--- src/rtl/debounce_pkg.sv ---
// Shared helpers for the multi-channel debouncer: counter width derivation
// and elaboration-time range checks.
package debounce_pkg;

    // Bits needed to hold count-1 (never less than one bit).
    function automatic int width_for(input longint count);
        return (count <= 2) ? 1 : $clog2(count);
    endfunction

    function automatic bit fits(input longint count, input int width);
        return (count >= 1) && ((count - 1) < (longint'(1) << width));
    endfunction

endpackage

--- src/rtl/debounce_channel.sv ---
// Single-bit debouncer: synchroniser, stability filter, registered level,
// rise/fall pulses and a one-shot long-press pulse.
module debounce_channel
    import debounce_pkg::*;
#(
    parameter int SYNC_STAGES       = 2,
    parameter int DEBOUNCE_CYCLES   = 50000,
    parameter int CNT_W             = 16,
    parameter int LONG_PRESS_CYCLES = 5000000,
    parameter int LP_W              = 23
) (
    input  logic clk,
    input  logic rst,
    input  logic btn,
    output logic level,
    output logic level_next,
    output logic rise,
    output logic fall,
    output logic long_press
);

    localparam logic [CNT_W-1:0] CNT_MAX = CNT_W'(DEBOUNCE_CYCLES - 1);
    localparam logic [LP_W-1:0]  LP_MAX  = LP_W'(LONG_PRESS_CYCLES - 1);

    logic [SYNC_STAGES-1:0] sync;
    logic                   s;
    logic [CNT_W-1:0]       cnt;
    logic [LP_W-1:0]        lp;
    logic [LP_W-1:0]        lp_next;
    logic                   lp_fire;

    assign s = sync[SYNC_STAGES-1];

    always_comb begin
        level_next = level;
        if ((s != level) && (cnt == CNT_MAX))
            level_next = s;

        // lp stays 0 in the rise cycle so that it reaches LP_MAX exactly
        // LONG_PRESS_CYCLES cycles after the rise, counting the rise cycle.
        lp_next = '0;
        if (level_next && level)
            lp_next = (lp == LP_MAX) ? lp : lp + LP_W'(1);

        lp_fire = level_next && (lp_next == LP_MAX) && !(level && (lp == LP_MAX));
    end

    always_ff @(posedge clk or posedge rst) begin
        if (rst) begin
            sync       <= '0;
            cnt        <= '0;
            level      <= 1'b0;
            rise       <= 1'b0;
            fall       <= 1'b0;
            lp         <= '0;
            long_press <= 1'b0;
        end else begin
            sync       <= {sync[SYNC_STAGES-2:0], btn};
            cnt        <= ((s == level) || (cnt == CNT_MAX)) ? '0 : cnt + CNT_W'(1);
            level      <= level_next;
            rise       <= level_next & ~level;
            fall       <= ~level_next & level;
            lp         <= lp_next;
            long_press <= lp_fire;
        end
    end

endmodule

--- src/rtl/debounce_multi.sv ---
// N-channel button/switch debouncer with per-channel edge and long-press
// pulses and a combined any-pressed flag.
module debounce_multi
    import debounce_pkg::*;
#(
    parameter int N_CH              = 4,
    parameter int SYNC_STAGES       = 2,
    parameter int DEBOUNCE_CYCLES   = 50000,
    parameter int CNT_W             = width_for(DEBOUNCE_CYCLES),
    parameter int LONG_PRESS_CYCLES = 5000000,
    parameter int LP_W              = width_for(LONG_PRESS_CYCLES)
) (
    input  logic            clk,
    input  logic            rst,
    input  logic [N_CH-1:0] btn_in,
    output logic [N_CH-1:0] btn_level,
    output logic [N_CH-1:0] btn_rise,
    output logic [N_CH-1:0] btn_fall,
    output logic [N_CH-1:0] long_press,
    output logic            any_pressed
);

    if (N_CH < 1) begin : g_bad_nch
        $error("debounce_multi: N_CH must be at least 1");
    end
    if (SYNC_STAGES < 2) begin : g_bad_sync
        $error("debounce_multi: SYNC_STAGES must be at least 2");
    end
    if (!fits(DEBOUNCE_CYCLES, CNT_W)) begin : g_bad_cnt
        $error("debounce_multi: DEBOUNCE_CYCLES-1 does not fit in CNT_W bits");
    end
    if (!fits(LONG_PRESS_CYCLES, LP_W)) begin : g_bad_lp
        $error("debounce_multi: LONG_PRESS_CYCLES-1 does not fit in LP_W bits");
    end

    logic [N_CH-1:0] level_next;

    for (genvar i = 0; i < N_CH; i++) begin : g_ch
        debounce_channel #(
            .SYNC_STAGES       (SYNC_STAGES),
            .DEBOUNCE_CYCLES   (DEBOUNCE_CYCLES),
            .CNT_W             (CNT_W),
            .LONG_PRESS_CYCLES (LONG_PRESS_CYCLES),
            .LP_W              (LP_W)
        ) u_ch (
            .clk        (clk),
            .rst        (rst),
            .btn        (btn_in[i]),
            .level      (btn_level[i]),
            .level_next (level_next[i]),
            .rise       (btn_rise[i]),
            .fall       (btn_fall[i]),
            .long_press (long_press[i])
        );
    end

    // Built from next-state levels so the flag lines up with btn_level.
    always_ff @(posedge clk or posedge rst) begin
        if (rst)
            any_pressed <= 1'b0;
        else
            any_pressed <= |level_next;
    end

endmodule

--- config.mk ---
export PLATFORM = sky130hd
export DESIGN_NAME = debounce_multi
export DESIGN_NICKNAME = d
export VERILOG_FILES = /design/src/rtl/debounce_pkg.sv /design/src/rtl/debounce_channel.sv /design/src/rtl/debounce_multi.sv
export SDC_FILE = /design/constraint.sdc
export NUM_CORES = 1
export LEC_CHECK = 0
export ABC_CLOCK_PERIOD_IN_PS = 2850
export CAP_MARGIN = 40
export CORE_AREA = 5 5 206 208
export CTS_CLUSTER_SIZE = 40
export DETAILED_ROUTE_END_ITERATION = 8
export DIE_AREA = 0 0 211 213
export DONT_BUFFER_PORTS = 1
export RECOVER_POWER = 25
export SYNTH_ARGS = -nofsm -noshare
export SYNTH_HDL_FRONTEND = slang
export SYNTH_HIERARCHICAL = 1
export SYNTH_SLANG_ARGS = --single-unit
--- constraint.sdc ---
create_clock -name clk -period 2.85 [get_ports clk]
set_clock_uncertainty 0.2 [all_clocks]
set_input_delay 0.285 -clock clk [delete_from_list [all_inputs] [get_ports clk]]
set_output_delay 0.285 -clock clk [all_outputs]
set_load 0.1 [all_outputs]
Word-level counts from Yosys, hierarchy flattened
Index checks and enable logic that the tools add are counted.
{"block": "word_totals", "regBits": 181, "output_inout_bits": 17, "word_cells": 118}
{"block": "op_classes", "add_sub_neg": 8, "eq_ne": 20, "n_mux": 16, "n_bitwise": 16, "n_reduce_logical": 29}
{"operator": "== test 23 bit (second input constant)", "count": 8}
{"operator": "two-way mux 23 bit", "count": 8}
{"operator": "adder 23 x 1 -> 23 bit (second input constant)", "count": 4}
{"operator": "adder 16 x 1 -> 16 bit (second input constant)", "count": 4}
{"operator": "== test 16 bit (second input constant)", "count": 4}
{"operator": "two-way mux 16 bit", "count": 4}
{"operator": "logical AND 1 bit", "count": 20}
{"operator": "bitwise AND 1 bit", "count": 8}
{"operator": "NOT 1 bit", "count": 8}
{"operator": "== test 1 bit", "count": 4}
{"operator": "zero test 1 bit", "count": 4}
{"operator": "logical OR 1 bit", "count": 4}
{"operator": "two-way mux 1 bit", "count": 4}
{"operator": "!= test 1 bit", "count": 4}
{"operator": "OR reduction 4 bit", "count": 1}

Longest topological paths before layout
{"block": "depth", "depth_word": 8, "depth_mapped": 8, "mapped_depth_nobuf": 7}

Cells and area by module
The synthesis kept the hierarchy.
{"module": "debounce_channel", "instances": 4, "cells_per_inst": 269, "area_each_um2": 2478.6, "seq_area_each_um2": 1126.1}
{"module": "debounce_multi", "instances": 1, "cells_per_inst": 3, "area_each_um2": 36.3, "seq_area_each_um2": 25.0}

Worst setup path after synthesis
OpenSTA, ideal clock, no wires.
{"block": "synth_path", "path_kind": "register -> register", "startpoint": "register g_ch[1].u_ch.cnt[5]", "endpoint": "register any_pressed", "setup_time_ns": 0.138, "arrival_time_ns": 2.622, "required_ns": 2.512, "slack_ns": -0.111, "stages_incl_launch_ff": 6, "n_path_buf": 0, "cell_sequence": "dfrtp_1 > or4b_1 > or4_4 > or3_4 > mux2_4 > or4_1"}
{"block": "synth_via", "elab_chain_len": 4}
{"item": "from (decl)", "line": "debounce_channel.sv:27", "rtl": "logic [CNT_W-1:0] cnt;"}
{"item": "from (signal assigned)", "line": "debounce_channel.sv:59", "rtl": "cnt <= ((s == level) || (cnt == CNT_MAX)) ? '0 : cnt + CNT_W'(1);"}
{"item": "== test 16 bit", "line": "debounce_channel.sv:36", "rtl": "if ((s != level) && (cnt == CNT_MAX))"}
{"item": "logical AND 1 bit", "line": "debounce_channel.sv:36"}
{"item": "two-way mux 1 bit", "line": "debounce_channel.sv:36"}
{"item": "via level_next[1]", "line": "debounce_multi.sv:36", "rtl": "logic [N_CH-1:0] level_next;"}
{"item": "OR reduction 4 bit", "line": "debounce_multi.sv:62", "rtl": "any_pressed <= |level_next;"}
{"item": "to (signal assigned)", "line": "debounce_multi.sv:62"}
{"item": "to (decl)", "line": "debounce_multi.sv:20", "rtl": "output logic any_pressed"}
The timed path passes the listed nets, and every way through them passes these cells.

Worst setup path after layout
{"block": "layout_path", "startpoint": "register g_ch[3].u_ch.cnt[4]", "endpoint": "register any_pressed"}
{"block": "layout_via", "elab_chain_len": 4}
{"item": "from (decl)", "line": "debounce_channel.sv:27"}
{"item": "from (signal assigned)", "line": "debounce_channel.sv:59"}
{"item": "== test 16 bit", "line": "debounce_channel.sv:36"}
{"item": "logical AND 1 bit", "line": "debounce_channel.sv:36"}
{"item": "two-way mux 1 bit", "line": "debounce_channel.sv:36"}
{"item": "via level_next[3]", "line": "debounce_multi.sv:36"}
{"item": "OR reduction 4 bit", "line": "debounce_multi.sv:62"}
The timed path passes the listed nets, and every way through them passes these cells.

==> metrics.txt <==
Die X=211 µm; Core Area=40,400 µm²; Worst Max-Slew Pin Slew=0.881 ns; simple-gate share of the synthesized area=31.0%; failing checks=negative setup slack; CTS H-tree lvls=4; post-synthesis mux area share=1.41%; initial antenna violation count=2; routed vias/inst=4.70; Hold Crit Class=in2async; VDD IR max=0.362 mV; wire per inst=12.9 µm; crit path DAT=2.97 ns; ratio of cells with drive above 1 in the final layout=12.3%; metal2 WL=9910 µm; vias in the first global route=7,637; first-pass GRT wire length=37,800 µm; Finished Core Util=29.4%; outcome=finished with violations; TritonCTS clock tree=done; worst r2r dst=any_pressed$_DFF_PP0_; setup slack, reg-to-reg=-0.01 ns; register area share after synthesis=45.5%; CTS Buffer Depth=2; final hold violation count=0; CTS Buf Count=17; fin worst setup slack=-0.00963 ns; most common cell after layout, fill and taps aside=dfrtp_1; Pwr Density=447 nW/µm²; Syn. warnings=6; Comb power frac=2.1%; final setup vio count=1; count of cell types in the netlist=45; total gr overflow=0; Total Wirelength=21,700 µm; Yosys reg bits=181; Worst-Skew Late Latency=0.44 ns; GP Congestion=0.817; Fmax=350 MHz; area of the mapped netlist=9950 µm²; CP Class=reg2reg; RR Startpoint=g_ch[3].u_ch/cnt[4]$_DFF_PP0_; root buf cell=clkbuf_16; Top-Level Pins=23; Mapped Cells=1,079; commonest cells after routing, fill and taps aside=181 x dfrtp_1, 164 x nor2_1, 80 x xnor2_1, 76 x nand2_1, 63 x buf_4; pin count of the biggest net entering global routing=38; area delta synth->final=19.1%; internal power=4.14 mW; Tmin final=2.86 ns; FF-to-FF path depth=5; Starting Density=24.6%; Syn Nets=1,093; crit-path max FO=2; drt pass-1 iters=5; Final period util=100%; CP startpoint kind=flip-flop; met1 WL=10,600 µm; max-slew violation count=0; First DRT Iteration DRCs=611; largest family of logic cells by synthesized area=simple AND/OR/NAND/NOR gates; Flop pwr share=49.2%; Max Used Layer=met5; Adder-Cell Fraction of Synth Area=1.01%; P_sw=1.16 mW; Max Cap Violations=0; WL met3=833 µm; syn avg cell area=9.22 µm²; CP required=2.96 ns; DR DRC count=0; final layout net count=1,144; Die H=213 µm; complex-gate fraction of the synthesized area=7.24%; final antenna-violating net count=0; switching share of power=21.8%; vias=7,879; Fillers=4,268; leak pwr=4.67 nW; PortBufs=0; clock slew at reported path FFs=0.07 ns; Post-Synth XOR/XNOR Area=10.9%; Clock Sinks=181; hpwl dp=15,900 µm; Power Total=5.30 mW; Die ar.=44,900 µm²; num rows=74; CP Capture Type=flip-flop; Max-slew headroom=41.3%; Clk pwr share=48.7%; GRT Util Overall=10.0%; unrepaired setup endpoints after global routing=true
-- timing repair --
item	CTS	global route
setup buffers	2	0
pin swaps	7	1
hold endpoints to repair	185	0
gates resized for setup	0	2
hold buffers	5	0
cloned	0	0
endpoints found under the setup margin	1	1
-- state kept, by name (all words and copies together), names as in the netlist --
| name | cells |
|---|---|
| g_ch.u_ch/lp | 92 |
| g_ch.u_ch/cnt | 64 |
| g_ch.u_ch/sync | 8 |
| g_ch.u_ch/fall | 4 |
| g_ch.u_ch/level | 4 |
| g_ch.u_ch/long_press | 4 |
| g_ch.u_ch/rise | 4 |
| any_pressed | 1 |
-- cell usage after synthesis, drive strengths merged --
library cell    n  share of area [%]
nor3           40                2.0
o21ai          24                1.2
o2111ai         4               0.35
or2             8               0.50
mux2i           8               0.80
o31ai           4               0.86
xnor2          80                7.0
nor3b          12               0.91
and4           12                1.1
nand2          76                2.9
and2           12               0.75
dfrtp         181                 46
a31oi          12               0.75
a21oi          36                1.8
o21bai          4               0.30
nor2b          16                1.0
nand4b          4               0.35
nor4           24                1.8
nand3b          4               0.30
xor2           44                3.9
nand4          40                2.5
buf            20                1.1
a32oi           4               0.35
mux2            4               0.60
nor4bb          4               0.40
nand2b          8               0.50
or4b            8               0.80
nand3          56                2.8
o22a            4               0.35
nor2          164                6.2
or3            28                2.0
ha              8                1.0
a211o           4               0.35
or4             9               0.83
inv            21               0.79
and3           44                2.8
nor4b           8               0.70
clkbuf         28                1.1
a211oi         12               0.91
-- power groups by stage --
stage          Combinational (mW)  Clock (mW)  Sequential [mW]
2_1_floorplan              0.0738           0             2.65
3_3_place_gp                0.101           0             2.65
3_5_place_dp                0.116           0             2.65
4_1_cts                     0.125        2.68             2.60
5_1_grt                     0.133        2.79             2.60
6_report                    0.112        2.58             2.60
-- worst max path at each step --
stage | startpoint | endpoint | slack [ns] | cells past startpoint
after global routing | g_ch[3].u_ch/cnt[4]$_DFF_PP0_ | any_pressed$_DFF_PP0_ | -0.07 | 5
after CTS | g_ch[0].u_ch/cnt[4]$_DFF_PP0_ | any_pressed$_DFF_PP0_ | -0.02 | 5
final | g_ch[3].u_ch/cnt[4]$_DFF_PP0_ | any_pressed$_DFF_PP0_ | -0.01 | 5
after floorplan | g_ch[1].u_ch/cnt[4]$_DFF_PP0_ | any_pressed$_DFF_PP0_ | -0.02 | 5
after detailed placement | g_ch[1].u_ch/cnt[4]$_DFF_PP0_ | any_pressed$_DFF_PP0_ | -0.05 | 5
after global placement | g_ch[1].u_ch/cnt[4]$_DFF_PP0_ | any_pressed$_DFF_PP0_ | -0.03 | 5
-- worst max-delay path, stage by stage, from the launching register on --
cell and delay (ns):
dfrtp_1 0.37, or4b_1 0.52, or4_4 0.42, or3_4 0.39
mux2_4 0.31, or4_4 0.53
-- routing by layer --
layer | GRT usage [%] | up-vias
met5 | 0 | -
met4 | 3.11 | 2
met3 | 2.67 | 22
met2 | 15.9 | 121
met1 | 13.4 | 3814
li1 | - | 3920
-- per-stage QoR --
step	setup slack (ns)	instance area [µm²]	instances	setup TNS (ns)	hold WS, ns
2_1_floorplan	-0.0227	9950	1079	-0.0227	-0.186
3_3_place_gp	-0.0324	10900	1625	-0.0324	-0.179
3_5_place_dp	-0.0530	11200	1636	-0.0530	-0.179
4_1_cts	-0.0208	11900	1675	-0.0208	0.101
5_1_grt	-0.0677	11800	1675	-0.0677	0.0784
6_report	-0.00963	11900	1676	-0.00963	0.0751
-- cell type report --
cell class | count | area [µm²] | area share, %
multi-input cells | 829 | 5140 | 43.4
repair buffers | 80 | 786 | 6.63
flip-flops and latches | 181 | 4530 | 38.2
diodes | 1 | 2.50 | 0.0211
inverters | 21 | 78.8 | 0.665
clock inverters | 14 | 209 | 1.76
clock buffers | 18 | 439 | 3.71
well taps | 532 | 666 | 5.62
-- logic make-up (layout without fill, tap and decap cells) --
family / count (synthesis) / in the layout
multiplexers: 12 / 12
other: 0 / 1
buffers and inverters: 69 / 133
AO/OA/AOI/OAI: 108 / 108
adder cells (fa/ha/maj): 8 / 8
flip-flops: 181 / 181
XOR/XNOR: 124 / 124
AND/OR/NAND/NOR: 577 / 577
Power figures use the tool's default switching activity.
